--- config.mk ---
export PLATFORM = sky130hd
export DESIGN_NAME = inst_imm_encoder
export DESIGN_NICKNAME = d
export VERILOG_FILES = /design/src/rtl/inst_enc_pkg.sv /design/src/rtl/imm_place.sv /design/src/rtl/inst_imm_encoder.sv
export SDC_FILE = /design/constraint.sdc
export NUM_CORES = 1
export LEC_CHECK = 0
export ABC_AREA = 1
export BUFFER_PORTS_ARGS = -buffer_cell sky130_fd_sc_hd__clkbuf_2
export CORE_UTILIZATION = 54
export DETAILED_ROUTE_END_ITERATION = 8
export HOLD_SLACK_MARGIN = 0.08
export MAX_ROUTING_LAYER = met4
export PLACE_DENSITY = 0.8
export SYNTH_ARGS = -nofsm -noshare
export SYNTH_HDL_FRONTEND = slang
export SYNTH_SLANG_ARGS = --single-unit
--- constraint.sdc ---
create_clock -name clk -period 1.7 [get_ports clk]
set_clock_uncertainty 0.1 [all_clocks]
set_input_delay 0.085 -clock clk [delete_from_list [all_inputs] [get_ports clk]]
set_output_delay 0.085 -clock clk [all_outputs]
set_load 0.05 [all_outputs]
--- src/rtl/inst_enc_pkg.sv ---
// Shared types and constants for the instruction immediate encoder.
// Immediate-format selects match the decode-stage immediate generator.
package inst_enc_pkg;

  localparam int unsigned XLEN      = 32;
  localparam int unsigned IMM_SEL_W = 3;
  localparam int unsigned OPCODE_W  = 7;

  localparam logic [IMM_SEL_W-1:0] IMM_S      = IMM_SEL_W'(0);
  localparam logic [IMM_SEL_W-1:0] IMM_B      = IMM_SEL_W'(1);
  localparam logic [IMM_SEL_W-1:0] IMM_U      = IMM_SEL_W'(2);
  localparam logic [IMM_SEL_W-1:0] IMM_J      = IMM_SEL_W'(3);
  localparam logic [IMM_SEL_W-1:0] IMM_I      = IMM_SEL_W'(4);
  localparam logic [IMM_SEL_W-1:0] IMM_I_STAR = IMM_SEL_W'(5);

  localparam logic [OPCODE_W-1:0] OPCODE_LOAD   = OPCODE_W'(7'h03);
  localparam logic [OPCODE_W-1:0] OPCODE_OP_IMM = OPCODE_W'(7'h13);
  localparam logic [OPCODE_W-1:0] OPCODE_AUIPC  = OPCODE_W'(7'h17);
  localparam logic [OPCODE_W-1:0] OPCODE_STORE  = OPCODE_W'(7'h23);
  localparam logic [OPCODE_W-1:0] OPCODE_LUI    = OPCODE_W'(7'h37);
  localparam logic [OPCODE_W-1:0] OPCODE_BRANCH = OPCODE_W'(7'h63);
  localparam logic [OPCODE_W-1:0] OPCODE_JALR   = OPCODE_W'(7'h67);
  localparam logic [OPCODE_W-1:0] OPCODE_JAL    = OPCODE_W'(7'h6F);

  typedef struct packed {
    logic [XLEN-1:0]      base;
    logic [XLEN-1:0]      imm;
    logic [IMM_SEL_W-1:0] sel;
  } enc_req_t;

  typedef struct packed {
    logic [XLEN-1:0] inst;
    logic            err;
  } enc_rsp_t;

  // True when imm[XLEN-1:msb] are all equal, i.e. imm is a sign extension from bit msb.
  function automatic logic fits_signed(input logic [XLEN-1:0] imm, input int unsigned msb);
    logic [XLEN-1:0] hi;
    hi = {XLEN{1'b1}} << msb;
    return ((imm & hi) == hi) || ((imm & hi) == '0);
  endfunction

endpackage

--- src/rtl/imm_place.sv ---
// Combinational immediate scatter: places imm into the format's bit positions of base
// and flags immediates that do not fit the selected format.
module imm_place
  import inst_enc_pkg::*;
(
  input  logic [XLEN-1:0]      base,
  input  logic [XLEN-1:0]      imm,
  input  logic [IMM_SEL_W-1:0] sel,
  output logic [XLEN-1:0]      inst_c,
  output logic                 err_c
);

  logic [XLEN-1:0] mask;
  logic [XLEN-1:0] placed;

  // Field placement and range check per format; illegal selects leave base untouched.
  always_comb begin
    mask   = '0;
    placed = '0;
    err_c  = 1'b0;
    case (sel)
      IMM_I: begin
        mask   = 32'hFFF0_0000;
        placed = {imm[11:0], 20'd0};
        err_c  = !fits_signed(imm, 11);
      end
      IMM_I_STAR: begin
        mask   = 32'h01F0_0000;
        placed = {7'd0, imm[4:0], 20'd0};
        err_c  = |imm[31:5];
      end
      IMM_S: begin
        mask   = 32'hFE00_0F80;
        placed = {imm[11:5], 13'd0, imm[4:0], 7'd0};
        err_c  = !fits_signed(imm, 11);
      end
      IMM_B: begin
        mask   = 32'hFE00_0F80;
        placed = {imm[12], imm[10:5], 13'd0, imm[4:1], imm[11], 7'd0};
        err_c  = imm[0] || !fits_signed(imm, 12);
      end
      IMM_U: begin
        mask   = 32'hFFFF_F000;
        placed = {imm[31:12], 12'd0};
        err_c  = |imm[11:0];
      end
      IMM_J: begin
        mask   = 32'hFFFF_F000;
        placed = {imm[20], imm[10:1], imm[11], imm[19:12], 12'd0};
        err_c  = imm[0] || !fits_signed(imm, 20);
      end
      default: begin
        err_c = 1'b1;
      end
    endcase
  end

  assign inst_c = (base & ~mask) | placed;

endmodule

--- src/rtl/inst_imm_encoder.sv ---
// Two-stage valid/ready immediate encoder for building instruction words.
// Define INST_ENC_DROP_ERR_EN to squash errored words instead of flagging them on out_err.
module inst_imm_encoder
  import inst_enc_pkg::*;
#(
  parameter int unsigned ERR_CNT_W       = 8,
  parameter int unsigned SKID_EN_DEFAULT = 1
) (
  input  logic                 clk,
  input  logic                 rst_n,
  input  logic                 in_valid,
  output logic                 in_ready,
  input  logic [XLEN-1:0]      in_base,
  input  logic [XLEN-1:0]      in_imm,
  input  logic [IMM_SEL_W-1:0] in_imm_sel,
  output logic                 out_valid,
  input  logic                 out_ready,
  output logic [XLEN-1:0]      out_inst,
  output logic                 out_err,
  output logic [ERR_CNT_W-1:0] err_cnt
);

  // Full-rate path lets S1 refill in the same cycle it drains.
  localparam bit FULL_RATE = (SKID_EN_DEFAULT != 0);

  logic     s1_valid;
  enc_req_t s1_q;
  enc_rsp_t enc_c;
  logic     s2_adv;
  logic     s1_adv;
  logic     s1_load;
  logic     s2_take;
  logic     s2_err_d;

  assign s2_adv   = !out_valid || out_ready;
  assign s1_adv   = s1_valid && s2_adv;
  assign in_ready = !s1_valid || (FULL_RATE && s1_adv);
  assign s1_load  = in_valid && in_ready;

  imm_place u_imm_place (
    .base   (s1_q.base),
    .imm    (s1_q.imm),
    .sel    (s1_q.sel),
    .inst_c (enc_c.inst),
    .err_c  (enc_c.err)
  );

`ifdef INST_ENC_DROP_ERR_EN
  assign s2_take  = s1_adv && !enc_c.err;
  assign s2_err_d = 1'b0;
`else
  assign s2_take  = s1_adv;
  assign s2_err_d = enc_c.err;
`endif

  // S1: request capture.
  always_ff @(posedge clk or negedge rst_n) begin
    if (!rst_n) begin
      s1_valid <= 1'b0;
      s1_q     <= '0;
    end else begin
      if (s1_load) begin
        s1_valid <= 1'b1;
        s1_q     <= '{base: in_base, imm: in_imm, sel: in_imm_sel};
      end else if (s1_adv) begin
        s1_valid <= 1'b0;
      end
    end
  end

  // S2: assembled word, held while the consumer stalls.
  always_ff @(posedge clk or negedge rst_n) begin
    if (!rst_n) begin
      out_valid <= 1'b0;
      out_inst  <= '0;
      out_err   <= 1'b0;
    end else begin
      if (s2_adv) begin
        out_valid <= s2_take;
      end
      if (s2_take) begin
        out_inst <= enc_c.inst;
        out_err  <= s2_err_d;
      end
    end
  end

  // Saturating count of errored words leaving S1.
  always_ff @(posedge clk or negedge rst_n) begin
    if (!rst_n) begin
      err_cnt <= '0;
    end else if (s1_adv && enc_c.err && (err_cnt != {ERR_CNT_W{1'b1}})) begin
      err_cnt <= err_cnt + ERR_CNT_W'(1);
    end
  end

endmodule
==> results.json, run 1 <==
{
  "ir_worst_vdd_v": 0.000773,
  "dp_hpwl_um": 9440,
  "port_buffers": 113,
  "gr-usage-all-layers_pct": 32.2,
  "gr-total-overflow": 0,
  "max-clock-path-buffers": 2,
  "postSynthCellCount": 570,
  "fin_ws_ps": -85.3,
  "path_max_fanout": 8,
  "drive_gt1_share_pct": 31.9,
  "ant_nets": 0,
  "die_h_um": 98.4,
  "ys_seq_elements": 110,
  "avgRoutedWirePerCell_um": 16.6,
  "synth_commonest_cells": "dfrtp_1, nand2_1, nor2_1",
  "rows": 34,
  "area_delta_synth_final_pct": 42.5,
  "cts-buffers-inserted": 9,
  "netlist.area_leader.share_pct": 54.9,
  "wirelength_um": 15200,
  "worst_pin_slew_ps": 634,
  "htreeDepth": 3,
  "grt_pass1_wl_um": 23500,
  "period_minus_slack_ps": 1790,
  "synth_most_common_cell": "dfrtp_1",
  "synth_edf_count": 0,
  "drv_cap": 0,
  "fin_cells": 913,
  "setup_viol": 10,
  "grt_pass1_vias": 4983,
  "insertion_delay_ps": 380,
  "fin_util_pct": 80.7,
  "grt_start_max_net_pins": 49,
  "cts.sinks": 110,
  "place_inst": 815,
  "synth-main-ff-cell": "dfrtp_1",
  "multiInputGateArea_um2": 2120,
  "clock-root-buffer": "clkbuf_8",
  "ys_warn_count": 0,
  "critPathRequiredTime_ps": 1880,
  "gp_congestion": 1.00,
  "failed_checks": "DRC, setup timing",
  "yosysTopAreaCell": "dfrtp_1",
  "die_w_um": 98.4,
  "antenna_cells": 0,
  "rr_startpoint": "s1_q[2]$_DFFE_PN0P_",
  "p_leak_nw": 3.53,
  "power_mw": 9.05,
  "r2r_slack_ps": -90,
  "hold_path.class": "in -> async",
  "rsz0062_at_grt": "true",
  "worstSetupEndpointType": "flip-flop",
  "status": "finished, violations left",
  "coreArea_um2": 8850,
  "path_class": "reg -> reg",
  "seq_area_frac_synth_pct": 54.9,
  "dieArea_um2": 9680,
  "via_count": 4936,
  "syn_area_um2": 5010,
  "maxSlewViolCount": 0,
  "area.sequential_um2": 2760,
  "synth_area_leaders": "dfrtp_1, nand2_1, nor2_1",
  "async_flop_share_pct": 100,
  "p_per_area_nw_per_um2": 1270,
  "antenna_found_initial": 0,
  "drc": 10,
  "ioPinCount": 114,
  "path_clk_slew_ps": 120,
  "slew_headroom_pct": 57.6,
  "critical_path.startpoint_type": "flip-flop",
  "yosysUniqueCellTypes": 29,
  "start_util_pct": 56.7,
  "worstRegToRegCells": 12,
  "nNetsFinal": 872,
  "drt_iter0_drc": 304,
  "dr.pass1.iters": 9,
  "crit_arrival_ps": 1960,
  "hold_viol_final": 0,
  "synth_fp_nets": 642,
  "post-route-period-util_pct": 105,
  "syn_area_per_cell_um2": 8.80,
  "fill_cells": 550,
  "avgViaCountPerCell": 5.41,
  "fmax_mhz": 560,
  "tritoncts": "yes",
  "rr_endpoint": "err_cnt[1]$_DFFE_PN0P_"
}
state kept, by name, summed over array words and instances (netlist names):
name and cells:
err_cnt 8, out_err 1, out_inst 32, out_valid 1, s1_q 67, s1_valid 1
critical path: stages, from the launching register on:
cell and delay [ps]:
dfrtp_2 470, nor2_4 160, inv_4 60, nor2_8 110, nand2_2 70, nor2_2 110, nor2_2 60, nand2_2 70
nand2_4 70, nand2_4 110, nand3_4 130, nand2_2 110, nand2_2 50
stage by stage:
| step | hold slack (ps) | setup slack, ps | instance area (um^2) | setup TNS, ps |
|---|---|---|---|---|
| after floorplan | -311 | -46.6 | 5040 | -1190 |
| after global placement | -131 | -68.3 | 6050 | -536 |
| after detailed placement | -127 | -65.6 | 6050 | -389 |
| after CTS | 145 | -28.8 | 7000 | -103 |
| after global routing | 155 | -208 | 7140 | -1870 |
| final | 150 | -85.3 | 7140 | -574 |
report_power, final:
| part | total [mW] | internal [mW] | leakage (nW) | switching, mW |
|---|---|---|---|---|
| Sequential | 3.68 | 3.21 | 1.28 | 0.466 |
| Clock | 1.66 | 0.702 | 0.106 | 0.958 |
| Combinational | 3.71 | 1.14 | 2.14 | 2.57 |
| Total | 9.05 | 5.06 | 3.53 | 3.99 |
metal layers:
layer	GRT usage, %	part of all wire, %	vias up
met5	-	0	-
met4	14.6	4.1	0
met3	4.65	4.8	60
met2	55.3	51	210
met1	37.5	40	2332
li1	-	-	2334
cells in the final DEF (no fill, tap or decap), types with 11 or more instances in the layout:
cell and n:
a21oi_1 50, buf_4 50, clkbuf_2 112, dfrtp_1 102, dlygate4sd3_1 73, inv_1 43
mux2_2 28, nand2_1 100, nand2_2 11, nand4_1 14, nor2_1 88, nor2_2 11
o21ai_0 39, o22ai_1 13
kinds of logic after synthesis:
logic type                 after synthesis  share of synthesized area, %
AOI/OAI and AO/OA                      111                          11.7
xor gates and xnor gates                 6                          1.05
adders and majority gates                1                         0.249
buffers and inverters                   68                          5.24
DFF                                    110                          54.9
muxes                                   28                          6.29
and+or+nand+nor                        246                          20.6
worst max-delay path by stage:
| stage | from | to | cells past startpoint |
|---|---|---|---|
| final | s1_q[2]$_DFFE_PN0P_ | err_cnt[1]$_DFFE_PN0P_ | 12 |
| after global routing | s1_q[33]$_DFFE_PN0P_ | err_cnt[6]$_DFFE_PN0P_ | 13 |
| after CTS | s1_q[32]$_DFFE_PN0P_ | err_cnt[1]$_DFFE_PN0P_ | 13 |
| after detailed placement | s1_q[32]$_DFFE_PN0P_ | err_cnt[1]$_DFFE_PN0P_ | 13 |
| after global placement | s1_q[32]$_DFFE_PN0P_ | err_cnt[1]$_DFFE_PN0P_ | 13 |
| after floorplan | out_valid$_DFFE_PN0P_ | s1_q[10]$_DFFE_PN0P_ | 5 |
layout make-up:
class                           instances  share of cell area, %
Sequential cell                       110                   38.7
Multi-Input combinational cell        393                   29.7
Timing Repair Buffer                  239                   24.4
Inverter                               47                   2.50
Tap cell                              108                   1.89
Clock buffer                            9                   1.73
Clock inverter                          7                   1.09
what timing repair did:
action                                 CTS  global route
resized for setup                        4            31
hold buffers                            73             0
gates cloned                             0             1
endpoints found under the hold margin  179             0
pin swaps                                1            17
setup endpoints to repair                9            22
buffers inserted                         1             7
Note: power is estimated with default switching activity, not from simulation.
==> run 2, diff against run 1 <==
--- a/config.mk
+++ b/config.mk
@@ -11,7 +11,7 @@
 export DETAILED_ROUTE_END_ITERATION = 8
 export HOLD_SLACK_MARGIN = 0.08
 export MAX_ROUTING_LAYER = met4
-export PLACE_DENSITY = 0.8
+export PLACE_DENSITY_LB_ADDON = 0.08
 export SYNTH_ARGS = -nofsm -noshare
 export SYNTH_HDL_FRONTEND = slang
 export SYNTH_SLANG_ARGS = --single-unit
==> run 2 against run 1 <==
Effect of this change:
- the run still ends with DRC, setup timing left
- fmax is 0.12% higher
- combinational power down 3%
- die area unchanged
- global-route usage is 2.0 points lower
- non-clock buffer count is 4 lower
- critical path depth unchanged
- hold slack lost 59 ps
- first-iteration DRC count down 23%
- setup slack improved by 2.2 ps
- critical path type unchanged
- cell area shrank 0.63%
- sequential share of layout area up 0.21 points
- cell count decreased by 0.44%
- largest cell class unchanged
- highest routed layer unchanged
==> results.json, run 2 (synthesis results as in run 1) <==
{
  "tritoncts": "yes",
  "place_inst": 809,
  "power_frac_comb_pct": 41.4,
  "regMostFlops": "s1_q",
  "gr-total-overflow": 0,
  "pwr-share-seq_pct": 41.7,
  "hold_viol_final": 0,
  "worstRegToRegCells": 12,
  "p_int_mw": 4.90,
  "ioPinCount": 114,
  "multiInputGateArea_um2": 2100,
  "area.sequential_um2": 2760,
  "met1Wirelength_um": 5970,
  "avgRoutedWirePerCell_um": 14.9,
  "period_minus_slack_ps": 1780,
  "dieArea_um2": 9680,
  "critPathRequiredTime_ps": 1900,
  "path_clk_slew_ps": 110,
  "maxSlewViolCount": 0,
  "drive_gt1_share_pct": 30.7,
  "highest_layer": "met4",
  "cts-buffers-inserted": 9,
  "path_class": "reg -> reg",
  "setup_viol": 9,
  "p_leak_nw": 3.50,
  "rsz0062_at_grt": "true",
  "grt_pass1_vias": 4750,
  "power_mw": 8.74,
  "p_sw_mw": 3.84,
  "pre_cts_slack_ps": -202,
  "worstSetupEndpointType": "flip-flop",
  "gr-usage-all-layers_pct": 30.2,
  "htreeDepth": 3,
  "gp_congestion": 0.955,
  "ant_nets": 0,
  "grt_start_max_net_pins": 45,
  "slew_headroom_pct": 69.7,
  "area_delta_synth_final_pct": 41.6,
  "failed_checks": "DRC, setup timing",
  "worst_pin_slew_ps": 454,
  "mostFrequentLayoutCells": "clkbuf_2, nand2_1, dfrtp_1, nor2_1, dlygate4sd3_1",
  "max-clock-path-buffers": 2,
  "sw_frac_of_total_pct": 44.0,
  "fmax_mhz": 561,
  "finalSetupTns_ps": -552,
  "hold_path.class": "in -> async",
  "grt_pass1_wl_um": 22200,
  "drv_cap": 0,
  "fin_ws_ps": -83.1,
  "critical_path.startpoint_type": "flip-flop",
  "final_area_um2": 7100,
  "wirelength_um": 13600,
  "hold_ws_ps": 91.0,
  "largest_reg_flops": 67,
  "layout_commonest_cell": "clkbuf_2",
  "antenna_found_initial": 0,
  "insertion_delay_ps": 360,
  "nNetsFinal": 868,
  "antenna_cells": 0,
  "clock-root-buffer": "clkbuf_8",
  "rows": 34,
  "placed_area_um2": 6030,
  "route.met2.wl_um": 6740,
  "post-route-period-util_pct": 105,
  "start_util_pct": 56.7,
  "dp_hpwl_um": 9080,
  "status": "finished, violations left",
  "avgViaCountPerCell": 5.30,
  "cts.sinks": 110,
  "path_max_fanout": 8,
  "crit_arrival_ps": 1980,
  "via_count": 4816,
  "drt_iter0_drc": 233,
  "ir_worst_vdd_v": 0.000586,
  "p_clk_share_pct": 16.9,
  "top_regs": "s1_q x67, out_inst x32, err_cnt x8",
  "die_w_um": 98.4,
  "die_h_um": 98.4,
  "drc": 6,
  "dr_wl_met3_um": 566,
  "dr.pass1.iters": 9,
  "fin_cells": 909,
  "port_buffers": 113,
  "fin_util_pct": 80.2,
  "coreArea_um2": 8850,
  "p_per_area_nw_per_um2": 1230,
  "fill_cells": 587
}
-- run 2: changes by cell type in the layout (fill, tap and decap cells not counted), sizes merged --
cell | before | now
bufinv | 1 | 0
buf | 54 | 48
clkinvlp | 0 | 1
dlygate4sd3 | 73 | 75
-- run 2: critical path: stages (launching register included) --
cell and delay, ps:
dfrtp_1 450, buf_4 160, nor2_1 120, nand2_1 80, nor2_2 120, nor2_2 50, nor2_1 110, nand2_2 60
nand2_2 110, nand2_4 100, nand3_4 120, nand2_1 70, nand2_1 50
-- run 2: per-layer routing --
| metal | up-vias | GRT usage (%) |
|---|---|---|
| met3 | 34 | 3.65 |
| met5 | - | - |
| li1 | 2323 | - |
| met1 | 2309 | 38.7 |
| met4 | 0 | 10.2 |
| met2 | 150 | 50.0 |
-- run 2: cell type report --
cell class                 instances  share of cell area (%)
clock buffer                       9                    1.74
clock inverter                     7                   0.775
inverter                          47                    2.52
multi-input combinational        393                    29.6
sequential                       110                    38.9
tap                              108                    1.90
timing repair buffer             235                    24.6
-- run 2: worst paths after layout --
check,slack [ps],endpoint,from
hold / removal,90,out_inst[6]$_DFFE_PN0P_,rst_n
setup reg to reg,-80,err_cnt[0]$_DFFE_PN0P_,s1_q[29]$_DFFE_PN0P_
hold reg to reg,400,out_inst[14]$_DFFE_PN0P_,out_inst[14]$_DFFE_PN0P_
max in group asynchronous,790,s1_q[26]$_DFFE_PN0P_,rst_n
setup / recovery,-80,err_cnt[0]$_DFFE_PN0P_,s1_q[29]$_DFFE_PN0P_
min in group clk,380,s1_q[47]$_DFFE_PN0P_,in_base[12]
-- run 2: repair_timing --
item | CTS | global route
endpoints found under the hold margin | 179 | 0
pin swaps | 1 | 5
gates cloned | 0 | 1
hold buffers | 75 | 0
resized for setup | 5 | 23
setup endpoints to repair | 9 | 26
buffers inserted | 2 | 6
-- run 2: power by group through the flow --
stage	logic (mW)	clock network (mW)	registers, mW
floorplan	1.10	0	4.84
global placement	3.30	0	3.64
detailed placement	3.35	0	3.67
CTS	3.52	1.50	3.62
global route	3.88	1.60	3.72
finish	3.61	1.48	3.65
